[src/rtl/tetris_input_ctrl.sv]
// Button front end for tetris_logic: sync, debounce, edge detect, DAS auto-repeat
// and a single-issue arbiter producing one-cycle movement pulses.
module tetris_input_ctrl #(
  parameter int DB_CYC    = 8,
  parameter int DAS_DELAY = 12,
  parameter int DAS_RATE  = 3
) (
  input  logic clk,
  input  logic rst,
  input  logic E,
  input  logic btnL,
  input  logic btnR,
  input  logic btnD,
  input  logic btnU,
  input  logic btnC,
  output logic mvL,
  output logic mvR,
  output logic mvD,
  output logic mvRot,
  output logic mvDrop
);

  localparam logic [7:0] DB_MAX   = 8'(DB_CYC - 1);
  localparam logic [7:0] DLY_MAX  = 8'(DAS_DELAY - 1);
  localparam logic [7:0] RATE_MAX = 8'(DAS_RATE - 1);

  typedef enum logic [1:0] {IDLE, DELAY, REPEAT} das_t;

  // Bit order everywhere: 0=L, 1=R, 2=D, 3=U(rotate), 4=C(hard drop)
  logic [4:0] w_raw;
  logic [4:0] r_s1, r_s2;
  logic [4:0] r_deb, r_deb_d, r_sup;
  logic [7:0] r_dbc [5];
  logic [4:0] w_rise, w_press;

  das_t       r_das  [3];
  logic [7:0] r_dcnt [3];
  logic [2:0] w_rep;
  logic       w_both;

  logic [4:0] r_pend, w_set, w_iss, w_clr;

  assign w_raw   = {btnC, btnU, btnD, btnR, btnL};
  assign w_rise  = r_deb & ~r_deb_d;
  assign w_press = w_rise & ~r_sup;
  assign w_both  = r_deb[0] & r_deb[1];

  always_ff @(posedge clk or negedge rst) begin
    if (!rst) begin
      r_s1 <= '0;
      r_s2 <= '0;
    end else begin
      r_s1 <= w_raw;
      r_s2 <= r_s1;
    end
  end

  // r_sup masks the first debounced rise after enable so a button already held
  // when E goes high never counts as a press.
  always_ff @(posedge clk or negedge rst) begin
    if (!rst) begin
      r_deb   <= '0;
      r_deb_d <= '0;
      r_sup   <= '0;
      for (int i = 0; i < 5; i++) r_dbc[i] <= '0;
    end else if (!E) begin
      r_deb   <= '0;
      r_deb_d <= '0;
      r_sup   <= '1;
      for (int i = 0; i < 5; i++) r_dbc[i] <= '0;
    end else begin
      r_deb_d <= r_deb;
      for (int i = 0; i < 5; i++) begin
        if (r_s2[i] == r_deb[i]) begin
          r_dbc[i] <= '0;
        end else if (r_dbc[i] == DB_MAX) begin
          r_deb[i] <= r_s2[i];
          r_dbc[i] <= '0;
        end else begin
          r_dbc[i] <= r_dbc[i] + 8'd1;
        end
        if (w_rise[i] || (!r_s2[i] && !r_deb[i])) r_sup[i] <= 1'b0;
      end
    end
  end

  always_comb begin
    w_rep = '0;
    for (int i = 0; i < 3; i++) begin
      if (r_deb[i] && !(i != 2 && w_both))
        w_rep[i] = (r_das[i] == DELAY  && r_dcnt[i] == DLY_MAX) ||
                   (r_das[i] == REPEAT && r_dcnt[i] == RATE_MAX);
    end
  end

  // DAS for L/R/D; simultaneous L+R parks both lateral machines in IDLE
  always_ff @(posedge clk or negedge rst) begin
    if (!rst) begin
      for (int i = 0; i < 3; i++) begin
        r_das[i]  <= IDLE;
        r_dcnt[i] <= '0;
      end
    end else begin
      for (int i = 0; i < 3; i++) begin
        if (!E || !r_deb[i] || (i != 2 && w_both)) begin
          r_das[i]  <= IDLE;
          r_dcnt[i] <= '0;
        end else begin
          case (r_das[i])
            IDLE: begin
              r_dcnt[i] <= '0;
              if (w_press[i]) r_das[i] <= DELAY;
            end
            DELAY: begin
              if (r_dcnt[i] == DLY_MAX) begin
                r_das[i]  <= REPEAT;
                r_dcnt[i] <= '0;
              end else begin
                r_dcnt[i] <= r_dcnt[i] + 8'd1;
              end
            end
            REPEAT: begin
              if (r_dcnt[i] == RATE_MAX) r_dcnt[i] <= '0;
              else                       r_dcnt[i] <= r_dcnt[i] + 8'd1;
            end
            default: begin
              r_das[i]  <= IDLE;
              r_dcnt[i] <= '0;
            end
          endcase
        end
      end
    end
  end

  assign w_set = w_press | {2'b00, w_rep};

  // Priority Drop > D > L > R > Rot; a Drop issue also absorbs a pending D
  always_comb begin
    w_iss = '0;
    if      (r_pend[4]) w_iss[4] = 1'b1;
    else if (r_pend[2]) w_iss[2] = 1'b1;
    else if (r_pend[0]) w_iss[0] = 1'b1;
    else if (r_pend[1]) w_iss[1] = 1'b1;
    else if (r_pend[3]) w_iss[3] = 1'b1;
    w_clr    = w_iss;
    w_clr[2] = w_iss[2] | w_iss[4];
  end

  always_ff @(posedge clk or negedge rst) begin
    if (!rst) begin
      r_pend <= '0;
      mvL    <= 1'b0;
      mvR    <= 1'b0;
      mvD    <= 1'b0;
      mvRot  <= 1'b0;
      mvDrop <= 1'b0;
    end else if (!E) begin
      r_pend <= '0;
      mvL    <= 1'b0;
      mvR    <= 1'b0;
      mvD    <= 1'b0;
      mvRot  <= 1'b0;
      mvDrop <= 1'b0;
    end else begin
      r_pend <= (r_pend | w_set) & ~w_clr;
      mvL    <= w_iss[0];
      mvR    <= w_iss[1];
      mvD    <= w_iss[2] | w_iss[4];
      mvRot  <= w_iss[3];
      mvDrop <= w_iss[4];
    end
  end

endmodule

[config.mk]
export PLATFORM = sky130hd
export DESIGN_NAME = tetris_input_ctrl
export DESIGN_NICKNAME = d
export VERILOG_FILES = /design/src/rtl/tetris_input_ctrl.sv
export SDC_FILE = /design/constraint.sdc
export NUM_CORES = 1
export LEC_CHECK = 0
export CAP_MARGIN = 20
export CORE_UTILIZATION = 65
export CTS_CLUSTER_SIZE = 30
export DETAILED_ROUTE_END_ITERATION = 10
export PLACE_DENSITY = 0.83
export REMOVE_ABC_BUFFERS = 1
export SETUP_SLACK_MARGIN = 0.2
export SLEW_MARGIN = 0
export SYNTH_ARGS = -nofsm -noshare
export SYNTH_HDL_FRONTEND = slang
export SYNTH_SLANG_ARGS = --single-unit
[constraint.sdc]
create_clock -name clk -period 2.98 [get_ports clk]
set_clock_uncertainty 0.1 [all_clocks]
set_input_delay 0.596 -clock clk [delete_from_list [all_inputs] [get_ports clk]]
set_output_delay 0.596 -clock clk [all_outputs]
set_load 0.01 [all_outputs]
# Yosys cells after proc, flatten, opt, wreduce, memory -nomap -nowiden
# Index checks and enable logic that the tools add are counted.
op_classes:
  addsub: 8
  n_eq_ne: 46
  n_mux: 73
  n_bitwise: 10
  n_reduce_logical: 49
ops:
  columns: ["operator", "count"]
  rows:
  - ["$mux 8", 19]
  - ["$add 8x1->8 const B", 8]
  - ["$pmux 8 s2", 3]
  - ["$eq 8x3->1 const B", 5]
  - ["$mux 40", 1]
  - ["$mux 1", 32]
  - ["$ne 2x1->1 const B", 13]
  - ["$eq 8x2->1 const B", 3]
  - ["$eq 8x4->1 const B", 3]
  - ["$mux 2", 10]
  - ["$mux 5", 4]
  - ["$pmux 2 s3", 3]
  - ["$and 5x5->5", 3]
  - ["$not 5->5", 3]
  - ["$logic_and 1x1->1", 13]
  - ["$logic_or 1x1->1", 13]
  - ["$logic_not 1->1", 12]
  - ["$ne 2x2->1 const B", 5]
  - ["$reduce_and 2->1", 5]
  - ["$ne 3x1->1 const B", 3]
  - ["$ne 3x3->1 const B", 3]
  - ["$reduce_and 3->1", 3]
  - ["$eq 2x1->1 const B", 3]
  - ["$eq 2x2->1 const B", 3]
  - ["other kinds (7)", 13]
word_totals:
  reg_bits: 105
  in_bits: 8
  out_inout_bits: 5
  wordCells: 216

# Depth between registers and ports, before layout
depth:
  depth_word: 9
  depth_mapped: 6
  depth_no_buf: 6

# Worst setup path after synthesis
# Ideal clock, no wire load.
synth_timing:
  path_type: "register to register"
  startpoint: "register r_dcnt[5] (netlist bit)"
  endpoint: "register r_das[0] (netlist bit)"
  setup_time_ns: 0.120
  t_arrival_ns: 1.458
  required_time_ns: 2.760
  setup_slack_ns: 1.301
  path_stages_with_launch: 5
  n_path_buf: 0
  period_less_slack_ns: 1.679
  cell_sequence: "dfrtp_1 or3_4 o41ai_4 a21oi_1 a41o_1"
synth_between:
  elab_chain_cells: 3
synth_rtl:
  columns: ["element", "line", "text"]
  rows:
  - ["from (decl)", "37", "logic [7:0] r_dcnt [3];"]
  - ["from (signal, indexed assignment)", "119", "r_dcnt[i] <= r_dcnt[i] + 8'd1;"]
  - ["from (signal, indexed assignment)", "124", "else r_dcnt[i] <= r_dcnt[i] + 8'd1;"]
  - ["$eq 8x4->1", "115", "if (r_dcnt[i] == DLY_MAX) begin"]
  - ["$ne 3x1->1 (no source line)", null, null]
  - ["$reduce_and 3->1 (no source line)", null, null]
  - ["to (signal, indexed assignment)", "112", "if (w_press[i]) r_das[i] <= DELAY;"]
  - ["to (signal, indexed assignment)", "116", "r_das[i] <= REPEAT;"]
  - ["to (signal, indexed assignment)", "127", "r_das[i] <= IDLE;"]
  - ["to (decl)", "36", "das_t r_das [3];"]
# No other way between the ends.
# A chain may end at the register's enable or synchronous reset.

# Final worst setup path
layout_timing:
  startpoint: "input E"
  endpoint: "register r_dcnt[14] (netlist bit)"
layout_between:
  elab_chain_cells: 4
layout_rtl:
  columns: ["element", "line", "text"]
  rows:
  - ["from (decl)", "10", "input logic E,"]
  - ["$logic_not 1->1", null, null]
  - ["$logic_or 1x1->1 (2 in series)", "105", "if (!E || !r_deb[i] || (i != 2 && w_both)) begin"]
  - ["$mux 8", "105", null]
# No other way between the ends.

==> out/qor.txt <==
CTS Buf Count: 9
DRC: 0
Placeable Area: 0.007253 mm^2
Per-cell routed wire length: 14.35 um
Largest net degree at the start of global routing: 66
Reg-to-Reg Start: r_dcnt[5]
Yosys warnings: 0
Register area share after synthesis: 53.80%
I/O pin count: 13
1st-pass router iterations: 4
Post-route ant nets: 0
Clock Latency Late Sink: 0.37 ns
Setup TNS: 0 ns
WP data required: 3.18 ns
Mux cell area share after synthesis: 2.460%
Final hold vios: 0
Clk root buf: clkbuf_8
Top cell type's share of synthesized area: 53.80%
Outcome: complete, no violations
Reg2Reg Capture Point: r_das[0]
Flop2flop setup slack: 1.13 ns
Max-Slew Margin vs Limit: 54.63%
Diode count: 0
GR Util All Layers: 23.24%
Main synth FF type: dfrtp_1
Mean Syn Cell Area: 10.73 um^2
Post-synth EDFFs: 0
Minimum clock period after layout: 2.112 ns
Hold crit path type: primary input to asynchronous set/reset pin
Switching Fraction: 22.26%
Slew Viols, Final: 0
Most frequent cell after synthesis: dfrtp_1
Leakage: 0.002430 uW
Via count: 3251
Iter 0 DRT Violations: 104
Placed Area: 0.005121 mm^2
Mapped cell area: 0.004883 mm^2
Critical path class: primary input to flop
Setup ws final: 0.8685 ns
Post-route cell area: 0.005305 mm^2
Post-Route WL: 8251 um
RSZ-0062 raised after global routing: false
CP endpoint kind: flop
Path depth of the worst reg2reg path: 4
FFs w/ async S/R, synth: 100.0%
CTS tree: yes
Fillers: 521
Post-CTS Resized: 0
Unique cell type count in the Yosys netlist: 46
Synth Area in Compound Gates: 5.432%
Crit. Startpoint: E
FF+latch count, synth: 105
Die area: 0.007863 mm^2
Post-CTS setup buffer count: 0
Area grow syn2layout: 8.634%
Pwr dens: 447.4 mW/mm^2
Die X: 88.68 um
Share of cells above drive strength 1: 7.773%
Grt ovf: 0
Htree depth: 3
Period utilisation layout: 70.86%
CTS clock-pin slew for the worst setup and hold paths: 0.10 ns
Clock power frac: 35.4%
Largest family of logic cells by synthesized area: simple AND/OR/NAND/NOR gates
Slew @ Worst Pin: 0.6784 ns
Gpl congestion: 0.8111
FP Rows: 31
NetSw: 528.3 uW
Max VDD drop: 280.8 uV
Post-synthesis simple-gate area fraction: 20.83%
Die height: 88.68 um
Crit path largest cell delay: 0.91 ns
Sequential share of power: 61.3%
Internal: 1845 uW
Antenna violations before repair: 0
CP arrival: 2.31 ns
Largest area contributor in the netlist: dfrtp_1
Worst path slowest cell: clkdlybuf4s50_1
Xor and xnor area share after synthesis: 9.506%
Synth area leaders: dfrtp_1 (54%), xor2_1 (6.3%), nor2_1 (5.9%), ha_1 (5.6%), xnor2_1 (3.2%)
Global-route wire length before repair: 13770 um
Cells after Synth: 455
Starting density of the core: 67.33%
Worst setup endpoint: r_dcnt[14]
Number of global-route vias before repair: 3154
Via/cell ratio: 5.654
Max-cap violation count: 0
Post-placement setup slack: 0.4991 ns
Clock sinks: 105
Synth Area in Adders: 5.637%
NumNets Final: 502
CP startpoint kind: primary input
Comb pwr share: 3.3%
CP Max Fanout: 18
Cts hold-fix bufs: 0
Longest Clk Path Bufs: 2
Final setup viols: 0
Port Buffers: 12
Fmax: 473.6 MHz
Crit path cell chain: clkdlybuf4s50_1 > and3b_1 > nand2_1 > a21o_1 > nor2_1
Synth top cells by count: dfrtp_1 (105), nor2_1 (77), xor2_1 (35)
Post-DP HPWL: 5782 um
-- routing by layer --
layer	vias to the layer above	global-route usage, %	wire, um
li1	1568	-	-
met1	1628	28.17	3573
met4	0	8.358	119
met3	10	5.410	237
met5	-	0	0
met2	45	40.70	4321
-- worst min-delay path by stage --
stage / to / startpoint / cells past startpoint / slack [ns]
floorplan: mvD / rst / 0 / 0.20
global placement: r_s2[4] / r_s1[4] / 0 / 0.24
detailed placement: r_s2[2] / r_s1[2] / 0 / 0.24
CTS: r_dbc[3] / rst / 1 / 0.09
global route: r_dbc[3] / rst / 1 / 0.12
finish: r_dbc[3] / rst / 1 / 0.08
-- metrics by stage --
stage          total power, uW  hold slack [ns]  cells  utilization (%)
2_1_floorplan             1506           0.2004    446                -
3_3_place_gp              1559           0.2352    560            70.61
3_5_place_dp              1563           0.2356    560            70.61
4_1_cts                   2397          0.09467    575            73.14
5_1_grt                   2458           0.1201    575            73.14
6_report                  2374          0.08193    575            73.14
-- state kept, by name, indices dropped and copies added, names as in the netlist --
name     flops
r_dbc       40
mvDrop       1
mvL          1
r_deb_d      5
r_pend       5
r_s2         5
r_das        6
mvR          1
r_dcnt      24
mvRot        1
mvD          1
r_sup        5
r_s1         5
r_deb        5
-- power by group through the flow --
stage / clock (uW) / sequential [uW] / combinational (uW)
after floorplan: 0 / 1480 / 27.1
after global placement: 0 / 1480 / 78.1
after detailed placement: 0 / 1480 / 81.1
after CTS: 861 / 1450 / 82.0
after global routing: 910 / 1460 / 91.1
final: 841 / 1450 / 78.9
-- worst max-delay path, delay by kind of cell --
kind / cells / cell delay [ns]
buf+inv: 1 / 0.91
simple gates: 3 / 0.57
compound gates: 1 / 0.23
-- cells in the final DEF, fill, tap and decap left out, drive strengths merged, types with 8 or more instances in the layout --
cell type,synthesis,routed
and3,17,17
dfrtp,105,105
inv,19,19
ha,22,22
and2,10,10
a21oi,8,8
nand2,27,27
clkbuf,5,9
mux2i,12,12
xnor2,18,18
xor2,35,35
nor2,77,77
nand3,30,30
clkdlybuf4s50,0,11
-- kinds of logic after synthesis --
logic type / Yosys count
AND/OR/NAND/NOR: 201
multiplexers: 12
adder cells (fa/ha/maj): 22
XOR/XNOR: 53
flip-flops: 105
buffers and inverters: 29
AO/OA/AOI/OAI: 33
-- area by class of cell --
type / instances / area (um^2) / share of cell area [%]
sequential: 105 / 2628 / 49.53
multi-input combinational: 321 / 2142 / 40.38
timing repair buffer: 15 / 152.6 / 2.877
clock buffer: 9 / 123.9 / 2.335
tap: 99 / 123.9 / 2.335
inverter: 20 / 75.07 / 1.415
clock inverter: 6 / 60.06 / 1.132
Note: power is estimated with default switching activity, not from simulation.
